$ cat src/rtl/addsub_seq.sv
// addsub_seq: multi-word adder/subtractor built around one WIDTH-bit slice.
// An N-bit operation (N = WIDTH*WORDS) takes one slice per clock, LSB slice
// first, with the slice carry/borrow held in a flop between cycles.
// Results (y, c_out, z_out) change only when the final slice completes.

module addsub_seq #(
   parameter int WIDTH = 8,
   parameter int WORDS = 4
) (
   input  logic                     clk,
   input  logic                     rst_n,
   input  logic                     start,
   input  logic                     abort,
   input  logic                     op,
   input  logic                     use_c,
   input  logic                     c_in,
   input  logic [WIDTH*WORDS-1:0]   a,
   input  logic [WIDTH*WORDS-1:0]   b,
   output logic                     busy,
   output logic                     done,
   output logic [WIDTH*WORDS-1:0]   y,
   output logic                     c_out,
   output logic                     z_out
);

   localparam int N     = WIDTH * WORDS;
   localparam int IDX_W = (WORDS > 1) ? $clog2(WORDS) : 1;

   localparam logic [IDX_W-1:0] IDX_ZERO = IDX_W'(0);
   localparam logic [IDX_W-1:0] IDX_ONE  = IDX_W'(1);
   localparam logic [IDX_W-1:0] LAST_IDX = IDX_W'(WORDS - 1);

   typedef enum logic [1:0] {
      ST_IDLE = 2'b00,
      ST_RUN  = 2'b01,
      ST_DONE = 2'b10
   } state_t;

   // One slice of the datapath: returns {carry_or_borrow, sum_or_difference}.
   // Subtraction is done at WIDTH+1 bits so the top bit of the difference is
   // exactly the borrow (a_i < b_i + cin).
   function automatic logic [WIDTH:0] slice_addsub(
      input logic [WIDTH-1:0] x,
      input logic [WIDTH-1:0] w,
      input logic             sub,
      input logic             cin
   );
      logic [WIDTH:0] xe;
      logic [WIDTH:0] we;
      logic [WIDTH:0] ce;
      logic [WIDTH:0] r;
      xe = {1'b0, x};
      we = {1'b0, w};
      ce = {{WIDTH{1'b0}}, cin};
      if (sub) begin
         r = xe - we - ce;
      end else begin
         r = xe + we + ce;
      end
      return r;
   endfunction

   // All-zero detect for the completed result word.
   function automatic logic is_zero(input logic [N-1:0] v);
      return (v == {N{1'b0}});
   endfunction

   // Registered state
   state_t           state_q, state_d;
   logic [N-1:0]     a_q, a_d;
   logic [N-1:0]     b_q, b_d;
   logic             op_q, op_d;
   logic             carry_q, carry_d;
   logic [IDX_W-1:0] idx_q, idx_d;
   logic [N-1:0]     acc_q, acc_d;
   logic [N-1:0]     y_q, y_d;
   logic             c_out_q, c_out_d;
   logic             z_out_q, z_out_d;
   logic             busy_q, busy_d;
   logic             done_q, done_d;

   // Slice datapath signals
   logic [WIDTH-1:0] a_slice_s;
   logic [WIDTH-1:0] b_slice_s;
   logic [WIDTH:0]   slice_res_s;
   logic [WIDTH-1:0] slice_sum_s;
   logic             slice_cout_s;

   // Select the operand slice addressed by the slice index and run it through
   // the single shared add/sub slice.
   always_comb begin
      a_slice_s    = a_q[idx_q*WIDTH +: WIDTH];
      b_slice_s    = b_q[idx_q*WIDTH +: WIDTH];
      slice_res_s  = slice_addsub(a_slice_s, b_slice_s, op_q, carry_q);
      slice_sum_s  = slice_res_s[WIDTH-1:0];
      slice_cout_s = slice_res_s[WIDTH];
   end

   // Next-state and next-output logic for the IDLE/RUN/DONE sequencer.
   always_comb begin
      state_d = state_q;
      a_d     = a_q;
      b_d     = b_q;
      op_d    = op_q;
      carry_d = carry_q;
      idx_d   = idx_q;
      acc_d   = acc_q;
      y_d     = y_q;
      c_out_d = c_out_q;
      z_out_d = z_out_q;
      busy_d  = 1'b0;
      done_d  = 1'b0;

      case (state_q)
         ST_IDLE, ST_DONE: begin
            // start beats abort whenever the block is not busy
            if (start) begin
               state_d = ST_RUN;
               a_d     = a;
               b_d     = b;
               op_d    = op;
               carry_d = use_c & c_in;
               idx_d   = IDX_ZERO;
               acc_d   = {N{1'b0}};
               busy_d  = 1'b1;
            end else begin
               state_d = ST_IDLE;
            end
         end

         ST_RUN: begin
            // abort wins even on the final slice: nothing is committed
            if (abort) begin
               state_d = ST_IDLE;
               idx_d   = IDX_ZERO;
            end else begin
               acc_d[idx_q*WIDTH +: WIDTH] = slice_sum_s;
               carry_d = slice_cout_s;
               if (idx_q == LAST_IDX) begin
                  state_d = ST_DONE;
                  idx_d   = IDX_ZERO;
                  y_d     = acc_d;
                  c_out_d = slice_cout_s;
                  z_out_d = is_zero(acc_d);
                  done_d  = 1'b1;
               end else begin
                  idx_d  = idx_q + IDX_ONE;
                  busy_d = 1'b1;
               end
            end
         end

         default: begin
            state_d = ST_IDLE;
            idx_d   = IDX_ZERO;
         end
      endcase
   end

   // State, working and output registers; reset clears everything at once.
   always_ff @(posedge clk or negedge rst_n) begin
      if (!rst_n) begin
         state_q <= ST_IDLE;
         a_q     <= {N{1'b0}};
         b_q     <= {N{1'b0}};
         op_q    <= 1'b0;
         carry_q <= 1'b0;
         idx_q   <= IDX_ZERO;
         acc_q   <= {N{1'b0}};
         y_q     <= {N{1'b0}};
         c_out_q <= 1'b0;
         z_out_q <= 1'b0;
         busy_q  <= 1'b0;
         done_q  <= 1'b0;
      end else begin
         state_q <= state_d;
         a_q     <= a_d;
         b_q     <= b_d;
         op_q    <= op_d;
         carry_q <= carry_d;
         idx_q   <= idx_d;
         acc_q   <= acc_d;
         y_q     <= y_d;
         c_out_q <= c_out_d;
         z_out_q <= z_out_d;
         busy_q  <= busy_d;
         done_q  <= done_d;
      end
   end

   assign busy  = busy_q;
   assign done  = done_q;
   assign y     = y_q;
   assign c_out = c_out_q;
   assign z_out = z_out_q;

endmodule

$ cat config.mk
export PLATFORM = sky130hd
export DESIGN_NAME = addsub_seq
export DESIGN_NICKNAME = d
export VERILOG_FILES = /design/src/rtl/addsub_seq.sv
export SDC_FILE = /design/constraint.sdc
export NUM_CORES = 1
export LEC_CHECK = 0
export CORE_MARGIN = 5
export CORE_UTILIZATION = 35
export DETAILED_ROUTE_END_ITERATION = 8
export SLEW_MARGIN = 15
export SYNTH_ARGS = -nofsm -noshare
export SYNTH_HDL_FRONTEND = slang
export SYNTH_SLANG_ARGS = --single-unit
$ cat constraint.sdc
create_clock -name clk -period 6.4 [get_ports clk]
set_clock_uncertainty 0.1 [all_clocks]
set_input_delay 1.92 -clock clk [delete_from_list [all_inputs] [get_ports clk]]
set_output_delay 1.92 -clock clk [all_outputs]
set_load 0.02 [all_outputs]
Yosys cells after proc, flatten, opt, wreduce, memory -nomap -nowiden
Index checks and enable logic that the tools add are counted.
{"block": "word_totals", "latchBits": 0, "rom_bits": 0, "word_cells": 60, "ramBits": 0, "output_inout_bits": 36, "input_bits": 71, "mem_count": 0, "regBits": 138}
{"block": "classes", "addsub": 6, "n_shift": 4, "muxes": 23, "bitwise": 2, "order_cmp": 0, "reduce_logical": 7, "mul": 0, "eq_ne": 6, "div_mod_pow": 0}
{"operator": "two-way mux 32 bit", "n": 2}
{"operator": "case mux 32 bit (2 select lines)", "n": 1}
{"operator": "variable part select 32 x 6 -> 8 bit", "n": 2}
{"operator": "negation 5 -> 34 bit", "n": 1}
{"operator": "variable shift 8 x 34 -> 32 bit, first input constant", "n": 1}
{"operator": "variable part select 8 x 34 -> 32 bit", "n": 1}
{"operator": "bitwise mux 32 bit", "n": 1}
{"operator": "zero test 32 bit", "n": 1}
{"operator": "two-way mux 2 bit", "n": 5}
{"operator": "adder 8 x 8 -> 9 bit", "n": 1}
{"operator": "adder 9 x 1 -> 9 bit", "n": 1}
{"operator": "two-way mux 1 bit", "n": 9}
{"operator": "two-way mux 9 bit", "n": 1}
{"operator": "subtractor 8 x 8 -> 9 bit", "n": 1}
{"operator": "subtractor 9 x 1 -> 9 bit", "n": 1}
{"operator": "case mux 2 bit (2 select lines)", "n": 2}
{"operator": "AND reduction 3 bit", "n": 2}
{"operator": "== test 2 bit, second input constant", "n": 2}
{"operator": "!= test 2 bit, second input constant", "n": 2}
{"operator": "case mux 1 bit (2 select lines)", "n": 2}
{"operator": "!= test 3 bit, second input constant", "n": 1}
{"operator": "adder 2 x 1 -> 2 bit, second input constant", "n": 1}
{"operator": "== test 2 x 1 -> 1 bit, second input constant", "n": 1}
{"operator": "zero test 2 bit", "n": 1}
{"operator": "5 further kinds", "n": 5}

Longest topological paths before layout
Gate-level depths: netlist (run 1).
{"block": "depth", "depth_word": 8, "mapped_depth": 15, "depth_no_buf": 13}

Worst setup path after synthesis (run 1)
OpenSTA, ideal clock, no wires.
{"block": "synth_timing", "path_type": "register to register", "from": "reg idx_q[0]", "to": "reg z_out_q (netlist: z_out)", "required_ns": 6.179, "path_stages_with_launch": 15, "slack_ns": 1.918, "n_path_buf": 3, "t_arrival_ns": 4.261, "cell_sequence": "dfrtp_1 buf_6 clkbuf_1 buf_2 mux4_2 fa_1 fa_1 nand2b_1 a2111oi_0 nor2_1 xnor2_1 a21o_1 a22oi_1 and3_1 a22o_1"}
{"block": "synth_between", "elab_chain_cells": 7, "word_cells_on_any_way": 14, "cone_classes": "5 x add/sub; 1 x eq/ne; 4 x shift; 2 x mux; 2 x reduce/logical"}
{"item": "from (decl)", "line_no": "74", "rtl": "logic [IDX_W-1:0] idx_q, idx_d;"}
{"item": "from (signal assigned)", "line_no": "181", "rtl": "idx_q <= idx_d;"}
{"item": "variable part select 32 x 6 -> 8 bit, on equally long branches", "line_no": "92, 93"}
{"item": "adder 8 x 8 -> 9 bit / subtractor 8 x 8 -> 9 bit (equally long branches)", "line_no": "58, 56"}
{"item": "adder 9 x 1 -> 9 bit / subtractor 9 x 1 -> 9 bit (equally long branches)", "line_no": "58, 56"}
{"item": "two-way mux 9 bit", "line_no": "55", "rtl": "if (sub) begin"}
{"item": "variable part select 8 x 34 -> 32 bit", "line_no": "137", "rtl": "acc_d[idx_q*WIDTH +: WIDTH] = slice_sum_s;"}
{"item": "bitwise mux 32 bit", "line_no": "137"}
{"item": "zero test 32 bit", "line_no": "65", "rtl": "return (v == {N{1'b0}});"}
{"item": "to (signal assigned)", "line_no": "185", "rtl": "z_out_q <= z_out_d;"}
{"item": "to (decl)", "line_no": "78", "rtl": "logic z_out_q, z_out_d;"}
Parallel ways exist; a longest one is shown, timed or not.
A chain may end at the register's enable or synchronous reset.

Final worst setup path (run 1)
{"block": "layout_timing", "from": "reg idx_q[1]", "to": "reg z_out_q (netlist: z_out)"}
The elaborated chain is that of the path after synthesis.

==> out/metrics.cfg, run 1 <==
[timing]
slew_headroom=0.302
fmax_mhz=216
worstMarginPinSlew_ns=1.05
tns_ns=0
maxSlewViolCount=0
fin_crit_sh=0.724
fin_crit_ns=4.64
whs_ns=0.367
setup_viol=0
hold_viol_final=0
rsz0062_at_grt=no

[logic_synthesis]
synth_top_family_by_area=simple AND/OR/NAND/NOR gates
synth-xor-area-share=0.0127
synth_compound_area_frac=0.129
ys_seq_area_frac=0.503
syn_nets=825
synthCells=725
syn-cell-area_mm2=0.00687
yosysUniqueCellTypes=50
synth_area_per_cell_um2=9.48
yosys.area_share.simple=0.198
async_reset_ff_frac=1.00
ys.flop_type=dfrtp_1
synthAdderAreaFrac=0.0572
yosysWarnings=0
synth-edff-count=0
synth_mux_area_frac=0.0623
ys_seq_elements=138

[place]
place_hpwl_mm=12.4
io_buffer_count=106
gp_congestion=0.809

[clock_network]
h-tree-depth=4
ctsResizeCount=0
root_buffer=clkbuf_16
clockBufferDepth=2
hold_buffers=0
numCtsBuffers=17
postCtsSetupBuffers=0
clock_latency_ns=0.42
cts_tree=done
clkSlewWorstSetupHoldPaths_ns=0.06
numClockSinks=138

[cells_and_area]
most-common-layout-cells=230 x nand2_1, 138 x dfrtp_1, 105 x clkdlybuf4s50_1, 65 x nor2_1, 33 x inv_1
n_fill_cell=1917
layout.nets=927
final_layout_size_suffix_gt1_frac=0.0798
seq_area_mm2=0.00345
diodes=0
syn2layout_area_growth_pct=28.6
multiInputGateArea_mm2=0.00317
final_common_cell=nand2_1

[drt]
drt_wl_total_mm=17.5
drc=0
ant_nets=0
dr.pass1.iters=5
drtIter0Drc=357
routedWlPerCell_um=15.8
via_per_inst=4.88
num_vias=5394

[power_and_ir_drop]
p_sw_frac=0.388
leakage_nw=4.12
seqPwrFrac=0.296
ir_worst_vdd_mv=0.288
power_switching_mw=1.57
p_per_area_mw_per_mm2=458
internal_power_mw=2.48
comb_power_share=0.449
p_clk_frac=0.254

[floorplan]
dieArea_mm2=0.0225
die_width_um=150
initial_core_util=0.354
core.rowCount=51
die_h_um=150
core_mm2=0.0194
pin_count=107

[worst_setup_path]
end_kind=register
critPathRequiredTime_ns=6.61
critPathMaxFanout=23
critPathBufInv=0
path_cells=mux4_2, fa_1, fa_1, nand2b_1, a2111oi_0, nor2_1, xnor2_1, a21o_1, a22oi_1, and3_1, a22o_1
crit_type=register to register
crit_top_cell=fa_1
crit_family=compound AO/OA/AOI/OAI gates
startpoint_type=register
cp.arrival_ns=4.85
worst_path_max_delay_cell=dfrtp_1
slowest_delay_ns=1.02

[grt]
gr-total-overflow=0
grt_pass1_wl_mm=29.2
antenna_found_initial=0
grt_max_degree=67
grt_pass1_vias=5477
grt_use_total=0.165

[status]
status=completed

[flow_run]
cap_violations=0

[worst_hold_path]
hold_path_class=register to register

metal layers:
layer  GRT usage  up-vias  part of all wire
met5           0        -                 0
li1            -     2670                 -
met2       0.257      152              0.46
met4      0.0430        0             0.013
met3      0.0379       19             0.053
met1       0.232     2553              0.47
cell families after synthesis:
family | count (synthesis)
multiplexers | 21
buffers and inverters | 67
XOR/XNOR | 10
AO/OA/AOI/OAI | 125
AND/OR/NAND/NOR | 335
adder cells (fa/ha/maj) | 29
flip-flops | 138
Yosys cell counts (2+ instances only):
| cell type | instances | area share |
|---|---|---|
| a22oi_1 | 2 | 0.0022 |
| and3_1 | 3 | 0.0027 |
| nand3_1 | 6 | 0.0044 |
| o21bai_1 | 2 | 0.0022 |
| nor3_1 | 3 | 0.0022 |
| buf_2 | 2 | 0.0015 |
| o31ai_1 | 6 | 0.0066 |
| xnor2_1 | 10 | 0.013 |
| o21ai_1 | 5 | 0.0036 |
| buf_1 | 7 | 0.0038 |
| mux2i_4 | 2 | 0.0066 |
| or2_2 | 2 | 0.0018 |
| mux4_2 | 15 | 0.049 |
| a21oi_1 | 25 | 0.018 |
| a221oi_1 | 20 | 0.025 |
| or3_1 | 2 | 0.0018 |
| a2111oi_0 | 3 | 0.0038 |
| nor2_1 | 65 | 0.036 |
| clkbuf_1 | 23 | 0.013 |
| a21o_1 | 2 | 0.0022 |
| nor2b_1 | 6 | 0.0055 |
| o21ai_0 | 25 | 0.018 |
| dfrtp_1 | 138 | 0.50 |
| or4_1 | 2 | 0.0022 |
| fa_1 | 4 | 0.012 |
| nand2_1 | 230 | 0.13 |
| nand2b_1 | 4 | 0.0036 |
| mux2i_1 | 3 | 0.0044 |
| nor4_1 | 6 | 0.0055 |
| inv_1 | 33 | 0.018 |
| ha_1 | 25 | 0.046 |
| a22o_1 | 25 | 0.032 |
| and2_1 | 2 | 0.0018 |
cell type report:
cell class / count / share of cell area
Tap cell: 265 / 0.0375
Sequential cell: 138 / 0.391
Clock buffer: 21 / 0.0510
Timing Repair Buffer: 116 / 0.129
Multi-Input combinational cell: 520 / 0.358
Clock inverter: 11 / 0.0193
Inverter: 34 / 0.0144
metrics by stage:
step                total power, mW  std cells  instance area [um2]   util  worst slack, ns
finish                         4.05       1105                 8840  0.455             1.76
floorplan                      2.38        725                 6870      -             1.92
CTS                            4.09       1105                 8840  0.455             1.69
global placement               3.02       1073                 8220  0.424             1.67
global route                   4.32       1105                 8840  0.455             1.35
detailed placement             3.04       1073                 8220  0.424             1.61
power groups by stage:
stage | Sequential [mW] | Combinational, mW | Clock (mW)
floorplan | 1.26 | 1.13 | 0
global placement | 1.21 | 1.80 | 0
detailed placement | 1.22 | 1.82 | 0
CTS | 1.20 | 1.83 | 1.05
global route | 1.23 | 2.01 | 1.09
finish | 1.20 | 1.82 | 1.03
sequential cells by signal, summed over array words and instances, names as in the netlist:
register	flops
op_q	1
carry_q	1
acc_q	32
y	32
done	1
c_out	1
state_q	2
busy	1
a_q	32
idx_q	2
z_out	1
b_q	32
worst paths after layout:
| path | startpoint | to | slack (ns) | cells past startpoint |
|---|---|---|---|---|
| setup reg to reg | idx_q[1] | z_out | 1.76 | 11 |
| max in group asynchronous | rst_n | y[21] | 3.86 | 2 |
| min in group asynchronous | rst_n | b_q[22] | 1.32 | 1 |
| setup / recovery | idx_q[1] | z_out | 1.76 | 11 |
| hold / removal | b_q[14] | b_q[14] | 0.37 | 2 |
| hold reg to reg | b_q[14] | b_q[14] | 0.37 | 2 |
worst reg2reg max path: stages, from the launching register on:
cell	delay, ns
dfrtp_1	1.02
mux4_2	0.49
fa_1	0.46
fa_1	0.39
nand2b_1	0.18
a2111oi_0	0.66
nor2_1	0.14
xnor2_1	0.16
a21o_1	0.40
a22oi_1	0.18
and3_1	0.19
a22o_1	0.17
No activity file was read; power rests on OpenSTA's default activity.
==> inputs of run 2 (changes only) <==
==> constraint.sdc (replaced) <==
create_clock -name clk -period 4.09 [get_ports clk]
set_clock_uncertainty 0.1 [all_clocks]
set_input_delay 1.227 -clock clk [delete_from_list [all_inputs] [get_ports clk]]
set_output_delay 1.227 -clock clk [all_outputs]
set_load 0.02 [all_outputs]
==> out/metrics.cfg, run 2 (synthesis gave the netlist of run 1 again) <==
[status]
status=completed

[worst_setup_path]
path_cells=buf_4, mux4_2, fa_1, inv_1, fa_1, or2_2, a221oi_2, nor3_1, a2111oi_0, a21o_2, a22oi_1, and3_1, a22o_1
crit_type=register to register
rr_startpoint=idx_q[0]
crit_start=idx_q[0]
timing.reg2reg.setup_slack_ns=0.29
slowest_delay_ns=0.49
worst_path_max_delay_cell=a2111oi_0
end_kind=register
critPathRequiredTime_ns=4.30
critPathMaxFanout=9
reg2regPathDepth=13
reg2reg_to=z_out
crit_top_cell=fa_1
critPathBufInv=2
crit_family=compound AO/OA/AOI/OAI gates
startpoint_type=register
cp.arrival_ns=4.01

[place]
gp_congestion=0.847
io_buffer_count=106
place_hpwl_mm=12.6
placed_cell_area_mm2=0.00832

[timing]
setup_viol=0
maxSlewViolCount=0
fin_crit_ns=3.80
slew_headroom=0.572
tns_ns=0
fin_crit_sh=0.929
hold_viol_final=0
rsz0062_at_grt=no
worstMarginPinSlew_ns=0.642
whs_ns=0.368
fmax_mhz=263

[floorplan]
core_mm2=0.0194
core.rowCount=51
initial_core_util=0.354
die_h_um=150
die_width_um=150
dieArea_mm2=0.0225
pin_count=107

[cells_and_area]
most-common-layout-cells=230 x nand2_1, 138 x dfrtp_1, 105 x clkdlybuf4s50_1, 65 x nor2_1, 33 x inv_1
n_fill_cell=1912
layout.nets=938
diodes=0
final_common_cell=nand2_1
syn2layout_area_growth_pct=29.8
final_layout_size_suffix_gt1_frac=0.0920
finalInstanceArea_mm2=0.00892

[drt]
dr.pass1.iters=5
routedWlPerCell_um=15.5
drt_wl_total_mm=17.3
drc=0
ant_nets=0
num_vias=5437
drtIter0Drc=433
via_per_inst=4.88

[power_and_ir_drop]
ir_worst_vdd_mv=0.511
p_per_area_mw_per_mm2=712
power_mw=6.35
leakage_nw=4.18

[grt]
grt_use_total=0.162
grt_pass1_vias=5439
antenna_found_initial=0
gr-total-overflow=0
grt_max_degree=58
grt_pass1_wl_mm=28.7

[clock_network]
cts_tree=done
clockBufferDepth=2
clock_latency_ns=0.43
h-tree-depth=4
clkSlewWorstSetupHoldPaths_ns=0.06
numClockSinks=138
hold_buffers=0
root_buffer=clkbuf_16
numCtsBuffers=17

[worst_hold_path]
whs_endpoint=b_q[14]
hold_path_depth=2
hold_path_class=register to register
hold_start=b_q[14]

[flow_run]
cap_violations=0

==> run 2: cell types whose count changed in the layout (fill, tap and decap cells not counted), sizes merged <==
| cell | previous run | this run |
|---|---|---|
| buf | 11 | 22 |
| bufinv | 4 | 3 |
| clkbuf | 21 | 22 |
| clkinv | 5 | 3 |
| clkinvlp | 3 | 1 |
| inv | 33 | 34 |
==> run 2: per-layer routing <==
| layer | part of all wire | vias up | track usage | routed length, um |
|---|---|---|---|---|
| li1 | - | 2685 | - | - |
| met3 | 0.063 | 14 | 0.0370 | 1090 |
| met1 | 0.48 | 2564 | 0.238 | 8350 |
| met4 | 0.011 | 0 | 0.0462 | 190 |
| met5 | 0 | - | 0 | 0 |
| met2 | 0.44 | 174 | 0.240 | 7670 |
==> run 2: power breakdown <==
group,total (mW),switching (mW),internal (mW)
Clock,1.55,0.552,0.996
Combinational,2.94,1.69,1.25
Sequential,1.86,0.196,1.67
==> run 2: final cells by class <==
class | instances | area (um2) | area share
Clock buffer | 22 | 474 | 0.0532
Clock inverter | 7 | 116 | 0.0130
Inverter | 34 | 128 | 0.0143
Multi-Input combinational cell | 520 | 3170 | 0.356
Sequential cell | 138 | 3450 | 0.387
Tap cell | 265 | 332 | 0.0372
Timing Repair Buffer | 127 | 1240 | 0.140
==> run 2: worst max path at each step <==
stage	end	slack [ns]	cells past startpoint
after floorplan	z_out	0.04	14
after global placement	z_out	0.22	13
after detailed placement	z_out	0.19	13
after CTS	z_out	0.17	13
after global routing	z_out	0.06	13
final	z_out	0.29	13
==> run 2: worst min-delay path, delay by kind of cell, from the launching register on <==
| family | cells | cell delay, ns |
|---|---|---|
| flops | 1 | 0.34 |
| simple gates | 2 | 0.10 |
==> run 2: timing repair <==
action | in CTS | in global routing
resized for setup | 0 | 3
setup buffers | 0 | 0
setup endpoints to repair | 0 | 7
==> run 2: through the flow <==
| step | utilization | worst slack, ns | instances |
|---|---|---|---|
| 2_1_floorplan | - | 0.0398 | 725 |
| 3_3_place_gp | 0.429 | 0.223 | 1084 |
| 3_5_place_dp | 0.429 | 0.195 | 1084 |
| 4_1_cts | 0.460 | 0.166 | 1113 |
| 5_1_grt | 0.460 | 0.0631 | 1113 |
| 6_report | 0.460 | 0.290 | 1113 |
==> inputs of run 3 (changes only) <==
--- a/config.mk
+++ b/config.mk
@@ -6,9 +6,8 @@
 export NUM_CORES = 1
 export LEC_CHECK = 0
 export CORE_MARGIN = 5
-export CORE_UTILIZATION = 35
+export CORE_UTILIZATION = 30
 export DETAILED_ROUTE_END_ITERATION = 8
-export SLEW_MARGIN = 15
 export SYNTH_ARGS = -nofsm -noshare
 export SYNTH_HDL_FRONTEND = slang
 export SYNTH_SLANG_ARGS = --single-unit
==> out/metrics.cfg, run 3 (synthesis gave the netlist of run 1 again) <==
[status]
status=completed

[grt]
grt_max_degree=79
grt_pass1_vias=5576
grt_use_total=0.145
grt_pass1_wl_mm=30.0
antenna_found_initial=0
gr-total-overflow=0

[worst_setup_path]
reg2regPathDepth=11
crit_family=compound AO/OA/AOI/OAI gates
worst_path_max_delay_cell=mux4_2
path_depth=11
critPathBufInv=0
critPathRequiredTime_ns=4.35
path_cells=mux4_2, fa_1, fa_1, nand2b_1, a2111oi_2, nor2_1, xnor2_1, a21o_2, a22oi_1, and3_1, a22o_1
crit_top_cell=fa_1
end_kind=register
crit_type=register to register
cp.arrival_ns=4.05
critPathMaxFanout=6
startpoint_type=register
slowest_delay_ns=0.59

[clock_network]
clock_latency_ns=0.42
cts_tree=done
clockBufferDepth=2
root_buffer=clkbuf_16
clkSlewWorstSetupHoldPaths_ns=0.06
h-tree-depth=4
numCtsBuffers=17
numClockSinks=138

[floorplan]
core.rowCount=55
core_mm2=0.0226
pin_count=107
initial_core_util=0.304
dieArea_mm2=0.0260
die_width_um=161
die_h_um=161

[drt]
drc=0
routedWlPerCell_um=16.0
drtIter0Drc=376
num_vias=5504
dr.pass1.iters=5
ant_nets=0
drt_wl_total_mm=18.2
via_per_inst=4.84

[cells_and_area]
most-common-layout-cells=230 x nand2_1, 138 x dfrtp_1, 105 x clkdlybuf4s50_1, 65 x nor2_1, 33 x inv_1
syn2layout_area_growth_pct=30.4
final_common_cell=nand2_1
layout.nets=939
diodes=0
n_fill_cell=2207
final_layout_size_suffix_gt1_frac=0.0951

[flow_run]
cap_violations=0

[timing]
setup_viol=0
fmax_mhz=264
maxSlewViolCount=0
fin_crit_ns=3.79
fin_crit_sh=0.927
worstMarginPinSlew_ns=0.723
rsz0062_at_grt=no
tns_ns=0
slew_headroom=0.518
hold_viol_final=0
whs_ns=0.367

[place]
io_buffer_count=106
gp_congestion=0.834
place_hpwl_mm=13.4

[power_and_ir_drop]
leakage_nw=4.18
p_per_area_mw_per_mm2=714
ir_worst_vdd_mv=0.339

[worst_hold_path]
hold_path_class=register to register
hold_path_depth=2

-- run 3: changes by cell type in the layout (fill, tap and decap cells not counted), sizes merged --
cell	delta
clkinv	+4
buf	+1
clkbuf	-1
clkinvlp	+1
inv	-1
-- run 3: worst paths after layout --
check | end | slack, ns | start
max | z_out | 0.30 | idx_q[0]
min | a_q[31] | 0.37 | a_q[31]
max reg2reg | z_out | 0.30 | idx_q[0]
min reg2reg | a_q[31] | 0.37 | a_q[31]
max in group asynchronous | b_q[12] | 2.43 | rst_n
min in group asynchronous | done | 0.71 | rst_n
-- run 3: timing repair --
item                       CTS  global route
setup buffers                0             0
setup endpoints to repair    0            11
hold buffers                 0             0
resized for setup            0             4
-- run 3: area by class of cell --
| cell class | instances | area [um2] | share of cell area |
|---|---|---|---|
| Clock buffer | 21 | 450 | 0.0503 |
| Clock inverter | 11 | 146 | 0.0163 |
| Inverter | 34 | 128 | 0.0142 |
| Multi-Input combinational cell | 520 | 3170 | 0.354 |
| Sequential cell | 138 | 3450 | 0.385 |
| Tap cell | 285 | 357 | 0.0398 |
| Timing Repair Buffer | 128 | 1250 | 0.140 |
-- run 3: routing by layer --
layer | wire [um] | GRT usage
met5 | 0 | 0
met4 | 167 | 0.0353
met3 | 1080 | 0.0365
met2 | 8270 | 0.222
met1 | 8690 | 0.207
-- run 3: tightest hold or removal path, cell delays in order, from the launching register on --
cell and delay (ns):
dfrtp_1 0.33, nand2_1 0.05, nand2_1 0.05
-- run 3: power by group --
part / switching (mW) / internal (mW)
Sequential: 0.215 / 1.67
Clock: 0.590 / 0.974
Combinational: 1.70 / 1.25
-- run 3: stage by stage --
stage,setup slack (ns),cells,util,power [mW],area (um2)
after floorplan,0.0398,725,-,3.74,6880
after global placement,0.212,1105,0.370,4.81,8360
after detailed placement,0.135,1105,0.370,4.85,8360
after global routing,0.0315,1137,0.397,6.81,8960
final,0.299,1137,0.397,6.39,8960
after CTS,0.0963,1137,0.397,6.42,8950
